[src/rtl/if_id_queue_pkg.sv]
// Shared fetch/decode constants: stall encoding, stall-vector stage indices,
// and the default bubble (reboot address / NOP) values.
package if_id_queue_pkg;

    localparam logic STOP   = 1'b1;
    localparam logic NOSTOP = 1'b0;

    localparam int IF_STAGE = 1;
    localparam int ID_STAGE = 2;

    localparam logic [31:0] DEF_REBOOT_ADDR = 32'h0000_0000;
    localparam logic [31:0] DEF_NOP_INST    = 32'h0000_0013;

endpackage

[src/rtl/if_id_fifo_mem.sv]
// Fetch-buffer storage: one synchronous write port, asynchronous read at rd_addr.
// No reset; validity is tracked entirely by the pointers in the parent.
module if_id_fifo_mem #(
    parameter int DEPTH = 4,
    parameter int WIDTH = 64
) (
    input  logic                     clk_i,
    input  logic                     wr_en,
    input  logic [$clog2(DEPTH)-1:0] wr_addr,
    input  logic [WIDTH-1:0]         wr_data,
    input  logic [$clog2(DEPTH)-1:0] rd_addr,
    output logic [WIDTH-1:0]         rd_data
);

    logic [WIDTH-1:0] mem [DEPTH];

    always_ff @(posedge clk_i) begin
        if (wr_en) begin
            mem[wr_addr] <= wr_data;
        end
    end

    assign rd_data = mem[rd_addr];

endmodule

[src/rtl/if_id_queue.sv]
// DEPTH-entry IF/ID fetch buffer with registered decode output; 1-cycle latency via bypass when empty.
// Backpressure: in_ready deasserts when full (no enqueue-on-full even with a same-cycle dequeue).
module if_id_queue
    import if_id_queue_pkg::*;
#(
    parameter int                    ADDR_WIDTH  = 32,
    parameter int                    DATA_WIDTH  = 32,
    parameter int                    DEPTH       = 4,
    parameter logic [ADDR_WIDTH-1:0] REBOOT_ADDR = ADDR_WIDTH'(DEF_REBOOT_ADDR),
    parameter logic [DATA_WIDTH-1:0] NOP_INST    = DATA_WIDTH'(DEF_NOP_INST)
) (
    input  logic                       clk_i,
    input  logic                       rst_i,
    input  logic                       in_valid_i,
    output logic                       in_ready_o,
    input  logic [ADDR_WIDTH-1:0]      inst_addr_i,
    input  logic [DATA_WIDTH-1:0]      inst_i,
    input  logic [5:0]                 stall_i,
    input  logic                       flush_jump_i,
    input  logic                       flush_int_i,
    output logic [ADDR_WIDTH-1:0]      inst_addr_o,
    output logic [DATA_WIDTH-1:0]      inst_o,
    output logic                       valid_o,
    output logic [$clog2(DEPTH+1)-1:0] count_o
);

    localparam int PW = $clog2(DEPTH);
    localparam int CW = $clog2(DEPTH + 1);
    localparam int W  = ADDR_WIDTH + DATA_WIDTH;
    localparam logic [CW-1:0] FULL = CW'(DEPTH);

    logic [PW-1:0] rptr, wptr;
    logic [CW-1:0] count;
    logic [W-1:0]  rd_data;
    logic          flush, acc, adv, deq, bypass, wr_en;

    // Only the IF and ID stall bits matter to this stage.
    logic unused_stall;
    assign unused_stall = ^{stall_i[5:3], stall_i[0]};

    assign flush      = flush_jump_i | flush_int_i;
    assign in_ready_o = (count != FULL);
    assign acc        = in_valid_i & in_ready_o & (stall_i[IF_STAGE] == NOSTOP) & ~flush;
    assign adv        = (stall_i[ID_STAGE] == NOSTOP);
    assign deq        = adv & (count != '0) & ~flush;
    // Empty queue and decode advancing: skip the RAM so latency matches a plain register.
    assign bypass     = adv & (count == '0) & acc;
    assign wr_en      = acc & ~bypass & ~rst_i;
    assign count_o    = count;

    if_id_fifo_mem #(
        .DEPTH (DEPTH),
        .WIDTH (W)
    ) u_mem (
        .clk_i   (clk_i),
        .wr_en   (wr_en),
        .wr_addr (wptr),
        .wr_data ({inst_addr_i, inst_i}),
        .rd_addr (rptr),
        .rd_data (rd_data)
    );

    always_ff @(posedge clk_i) begin
        if (rst_i) begin
            inst_addr_o <= REBOOT_ADDR;
            inst_o      <= NOP_INST;
            valid_o     <= 1'b0;
            count       <= '0;
            rptr        <= '0;
            wptr        <= '0;
        end else if (flush) begin
            inst_addr_o <= REBOOT_ADDR;
            inst_o      <= NOP_INST;
            valid_o     <= 1'b0;
            count       <= '0;
            rptr        <= wptr;
        end else begin
            if (adv) begin
                if (deq) begin
                    {inst_addr_o, inst_o} <= rd_data;
                    valid_o               <= 1'b1;
                    rptr                  <= rptr + PW'(1);
                end else if (bypass) begin
                    inst_addr_o <= inst_addr_i;
                    inst_o      <= inst_i;
                    valid_o     <= 1'b1;
                end else begin
                    inst_addr_o <= REBOOT_ADDR;
                    inst_o      <= NOP_INST;
                    valid_o     <= 1'b0;
                end
            end
            if (wr_en) begin
                wptr <= wptr + PW'(1);
            end
            count <= count + CW'(wr_en) - CW'(deq);
        end
    end

endmodule

[config.mk]
export PLATFORM = sky130hd
export DESIGN_NAME = if_id_queue
export DESIGN_NICKNAME = d
export VERILOG_FILES = /design/src/rtl/if_id_queue_pkg.sv /design/src/rtl/if_id_fifo_mem.sv /design/src/rtl/if_id_queue.sv
export SDC_FILE = /design/constraint.sdc
export NUM_CORES = 1
export LEC_CHECK = 0
export CORE_MARGIN = 10
export CORE_UTILIZATION = 55
export CTS_BUF_LIST = sky130_fd_sc_hd__clkbuf_16
export DETAILED_ROUTE_END_ITERATION = 12
export DONT_BUFFER_PORTS = 1
export GPL_TIMING_DRIVEN = 1
export PLACE_DENSITY = 0.76
export SYNTH_ARGS = -nofsm -noshare
export SYNTH_HDL_FRONTEND = slang
export SYNTH_SLANG_ARGS = --single-unit
[constraint.sdc]
create_clock -name clk_i -period 4.8 [get_ports clk_i]
set_input_delay 0.96 -clock clk_i [delete_from_list [all_inputs] [get_ports clk_i]]
set_output_delay 0.96 -clock clk_i [all_outputs]
set_load 0.005 [all_outputs]
# Yosys cells after proc, flatten, opt, wreduce, memory -nomap -nowiden
# Memories as Yosys holds them, arrays and structs flattened. A register that Yosys moved wholly into a read port is not among the register bits.
# Cells that the tools add are included.
[classes]
bitwise_logic = 15
n_reduce_logical = 6
n_eq_ne = 2
addsub = 4
mux = 13
[ops]
columns = ["op", "count"]
rows = [
  ["$mux W32", 4],
  ["$mux W2", 5],
  ["$and A1 B1 Y1", 9],
  ["$not A1 Y1", 5],
  ["$add A2 B1 Y2 const B", 2],
  ["$mux W1", 4],
  ["$reduce_and A2 Y1", 2],
  ["$add A3 B1 Y3", 1],
  ["$logic_not A3 Y1", 1],
  ["$ne A3 B3 Y1 const B", 1],
  ["$reduce_bool A3 Y1", 1],
  ["$sub A3 B1 Y3", 1],
  ["$ne A2 B1 Y1 const B", 1],
  ["$reduce_bool A2 Y1", 1],
  ["$reduce_or A2 Y1", 1],
  ["$or A1 B1 Y1", 1],
]
[totals]
memories = 1
inputBits = 75
output_inout_bits = 69
word_cells = 47
mem_bits_rw = 256
register_bits = 72
[mem_list]
columns = ["name", "depth", "width", "read_ports", "rd_clocked_by_memory_dff", "wr", "line", "source"]
rows = [
  ["u_mem.mem", 4, 64, 1, 1, 1, "if_id_fifo_mem.sv:15", "logic [WIDTH-1:0] mem [DEPTH];"],
]

# Depth between registers and ports, before layout
[logic_depth]
word_depth = 10
depth_mapped = 13
ltp_nobuf = 12

# By module
# From an unflattened synthesis, not the netlist that was laid out.
[hier_totals]
hier_cells = 685
area_unflattened_um2 = 13434.1
[modules_own_cells]
columns = ["module", "cells_each", "seq_area_each_um2", "area_each_um2", "instances"]
rows = [
  ["if_id_fifo_mem", 338, 7687.4, 9341.5, 1],
  ["if_id_queue", 347, 1441.4, 4092.7, 1],
]

# Worst setup path after synthesis
# No wires, ideal clock.
[synth_timing]
kind = "input-to-reg"
from = "in stall_i[1]"
to = "mem u_mem.mem[0][0], enable pin"
stages = 4
setup_ns = 0.429
n_path_buf = 0
required_ns = 4.371
arrival_time_ns = 3.564
slack_ns = 0.808
cell_sequence = "or4b_4 > a21oi_1 > nor2b_1 > and2_1"
[synth_between]
elab_chain_cells = 9
[synth_rtl]
columns = ["item", "line", "source"]
rows = [
  ["from (decl)", "if_id_queue.sv:18", "input logic [5:0] stall_i,"],
  ["$not A1 Y1 (*)", "if_id_queue.sv:43", "assign acc = in_valid_i & in_ready_o & (stall_i[IF_STAGE] == NOSTOP) & ~flush;"],
  ["$and A1 B1 Y1 (*) (2 in a row)", "if_id_queue.sv:43", ""],
  ["$and A1 B1 Y1", "if_id_queue.sv:47", "assign bypass = adv & (count == '0) & acc;"],
  ["$not A1 Y1", "if_id_queue.sv:48", "assign wr_en = acc & ~bypass & ~rst_i;"],
  ["$and A1 B1 Y1 (*) (2 in a row)", "if_id_queue.sv:48", ""],
  ["$mux W1 (*)", "if_id_fifo_mem.sv:18", "if (wr_en) begin"],
  ["$mux W1 (implied by the code) (*)", "if_id_fifo_mem.sv:19", "mem[wr_addr] <= wr_data;"],
  ["to (decl)", "if_id_fifo_mem.sv:15", ""],
]
# Every way passes the cells marked *; elsewhere a longest branch is shown, timed or not.

# Worst setup path in the final report
[layout_timing]
from = "in stall_i[1]"
to = "reg count[2], in the netlist count_o[2]"
[layout_between]
elab_chain_cells = 9
[layout_rtl]
columns = ["item", "line", "source"]
rows = [
  ["$not A1 Y1 (*)", "if_id_queue.sv:43", ""],
  ["$and A1 B1 Y1 (*) (2 in a row)", "if_id_queue.sv:43", ""],
  ["$and A1 B1 Y1", "if_id_queue.sv:47", ""],
  ["$not A1 Y1", "if_id_queue.sv:48", ""],
  ["$and A1 B1 Y1 (*) (2 in a row)", "if_id_queue.sv:48", ""],
  ["$add A3 B1 Y3 (*)", "if_id_queue.sv:96", "count <= count + CW'(wr_en) - CW'(deq);"],
  ["$sub A3 B1 Y3 (*)", "if_id_queue.sv:96", ""],
  ["to (signal assigned)", "if_id_queue.sv:96", ""],
  ["to (decl)", "if_id_queue.sv:33", "logic [CW-1:0] count;"],
]
# Marks and branches as above.
# A chain may end at the register's enable or synchronous reset.

==> results_dict.tcl <==
set metrics [dict create \
    status "complete, no violations" \
    holdPathEnd "inst_o[1]" \
    setup_ws_ps 1540 \
    cpPeakStageDelay_ps 560 \
    p_int_w 0.00462 \
    mostFrequentLayoutCells "edfxtp_1, dfxtp_1, mux4_2, nor2b_1" \
    hold_class "flip-flop to flip-flop" \
    crit_type "primary input to flip-flop" \
    final_common_cell "edfxtp_1" \
    ir_worst_vdd_uv 310 \
    synthTopCellsByArea "edfxtp_1, dfxtp_1, mux4_2" \
    slowest_stage "or4b_4" \
    grt_pass1_wl_mm 40.2 \
    fmax_ghz 0.307 \
    syn_inst 685 \
    slew_headroom 0.253 \
    die_w_um 175 \
    viasPerCell 6.14 \
    synth_edf_count 256 \
    maxCapViolations 0 \
    fp.dieArea_um2 30600 \
    syn_area_um2 13200 \
    worst-path-buf-inv 3 \
    root_buffer "clkbuf_16" \
    gr-usage-all-layers 0.166 \
    ys.flop_type "edfxtp_1" \
    place_ws_ps 1070 \
    synthAdderAreaFrac 0.00721 \
    h-tree-depth 2 \
    yosys.area.top_type_share 0.583 \
    r2r_cells 11 \
    cts_resized 0 \
    drtIter0Drc 358 \
    r2r-start "count_o[1]" \
    drive_gt1_frac 0.350 \
    ys_seq_area_frac 0.696 \
    synth_xor_area_frac 0.00266 \
    async_reset_ff_frac 0 \
    finalSetupViolCount 0 \
    drc_errors 0 \
    synth_top_cell_by_area "edfxtp_1" \
    multi_input_area_um2 3720 \
    hold_violations 0 \
    muxShareOfSynthArea 0.110 \
    initial_core_util 0.560 \
    cts_tree "done" \
    p_comb_frac 0.027 \
    antenna_cells 0 \
    clockBufferDepth 3 \
    synth-seq-cells 330 \
    period_share 0.679 \
    path_cells "or4b_4, a21oi_1, nor2b_1, inv_1, ha_1, inv_1, ha_1, inv_1, fa_1, xor2_1, xnor2_1, nor2_1" \
    std_cell_rows 56 \
    gp_routability_congestion 0.729 \
    tns_ps 0 \
    slew_violations 0 \
    synth_compound_gate_area_share 0.0750 \
    power.density_nw_per_um2 398 \
    cp_max_fo 5 \
    power_switching_w 0.00112 \
    ys_warn_count 0 \
    post-dp-hpwl_mm 14.6 \
    swShare 0.195 \
    io_pins 144 \
    grt-ovfl-total 0 \
    regArea_um2 9180 \
    wire_per_inst_um 24.9 \
    cts.sinks 330 \
    postCtsHoldBufs 0 \
    crit_required_ps 5160 \
    fin_skew_ps 14.9 \
    syn_to_final_growth_pct 9.42 \
    cp_top_family "simple AND/OR/NAND/NOR gates" \
    hold_start "inst_o[1]" \
    cts_setup_buffers 0 \
    clock_latency_ps 500 \
    synth_top_family_by_area "multiplexers" \
    power_w 0.00573 \
    first_pass_iters 4 \
    reg2reg_slack_ps 1890 \
    portBuffers 0 \
    final_antenna_net_count 0 \
    arrival_ps 3620 \
    min_path_cells 2 \
    numCtsBuffers 34 \
    synth_nets 767 \
    layout_min_cycle_time_ps 3260 \
    synth_cell_type_count 35 \
    cpMostUsedCell "inv_1" \
    fill_cells 1695 \
    grt_pass1_vias 6864 \
    avgSynthCellArea_um2 19.2 \
    vias 6277 \
    seqPwrFrac 0.544 \
    antenna_found_initial 0 \
    endpoint_kind "flip-flop" \
    die_h_um 175 \
    p_leak_nw 4.54 \
    r2r_end "count_o[2]" \
    synth_simple_gate_area_frac 0.0859 \
    startpoint_type "primary input" \
    routed_wl_mm 25.5 \
    core_um2 23500 \
    nets 759 \
    worst_slew_pin_slew_ps 1120 \
    clk_pin_slew_worst_paths_ps 60 \
    pwr-share-clk 0.429 \
    rsz0062_at_grt "no" \
    grt_max_degree 137 \
]
## Yosys cell counts (all sizes together) (3+ instances only)
library cell / count
clkbuf: 26
nor2b: 62
ha: 6
edfxtp: 256
buf: 23
or3: 4
o21ai: 4
a221oi: 61
mux4: 64
and2: 4
xnor2: 3
o22ai: 3
a21oi: 6
dfxtp: 74
nor2: 9
inv: 7
nor3: 63
## cell families after synthesis
group,Yosys count
AOI/OAI and AO/OA,76
xor gates and xnor gates,4
adders and majority gates,7
buffers and inverters,56
DFF,330
muxes,65
and+or+nand+nor,147
## routing by layer
| metal | vias up | track usage | wire length (um) |
|---|---|---|---|
| li1 | 2765 | - | - |
| met1 | 3261 | 0.213 | 10300 |
| met2 | 212 | 0.266 | 12500 |
| met3 | 39 | 0.0576 | 2330 |
| met4 | 0 | 0.0438 | 401 |
| met5 | - | 0 | 0 |
## worst max path at each step
| stage | slack [ps] | endpoint | startpoint | cells after the start |
|---|---|---|---|---|
| finish | 1540 | count_o[2] | stall_i[1] | 12 |
| CTS | 1580 | count_o[2] | stall_i[1] | 12 |
| global route | 1420 | count_o[2] | stall_i[1] | 12 |
| detailed placement | 1070 | count_o[2] | stall_i[1] | 12 |
| global placement | 1190 | count_o[2] | stall_i[1] | 12 |
| floorplan | 810 | u_mem.mem[0][0] | stall_i[1] | 4 |
## state kept, by name (all words and copies together), names as in the netlist, named ones only
signal / count
count_o: 3
inst_addr_o: 32
inst_o: 32
rptr: 2
u_mem.mem: 256
valid_o: 1
wptr: 2
## area by class of cell
class | count | share of cell area
flip-flops and latches | 330 | 0.636
multi-input cells | 299 | 0.258
clock buffers | 37 | 0.0642
well taps | 319 | 0.0277
clock inverters | 25 | 0.00954
repair buffers | 5 | 0.00260
inverters | 7 | 0.00191
## worst register-to-register path, delay by kind of cell (launching register included)
| family | cells | cell delay (ps) |
|---|---|---|
| flops | 1 | 400 |
| buf+inv | 3 | 380 |
| fa+ha+maj | 3 | 870 |
| simple gates | 3 | 790 |
| xor+xnor | 2 | 320 |
## through the flow
step / hold WS, ps / cells / util / instance area, um2
2_1_floorplan: 464 / 685 / - / 13200
3_3_place_gp: 492 / 960 / 0.567 / 13400
3_5_place_dp: 512 / 960 / 0.567 / 13400
4_1_cts: 517 / 1022 / 0.613 / 14400
5_1_grt: 518 / 1022 / 0.613 / 14400
6_report: 514 / 1022 / 0.613 / 14400
## power by group through the flow
stage	clock network (W)	logic (W)	registers, W
4_1_cts	0.00251	0.000155	0.00312
3_5_place_dp	0	0.000154	0.00318
3_3_place_gp	0	0.000150	0.00318
5_1_grt	0.00262	0.000166	0.00312
6_report	0.00246	0.000153	0.00312
2_1_floorplan	0	0.000169	0.00316
(Power assumes the default switching activity.)
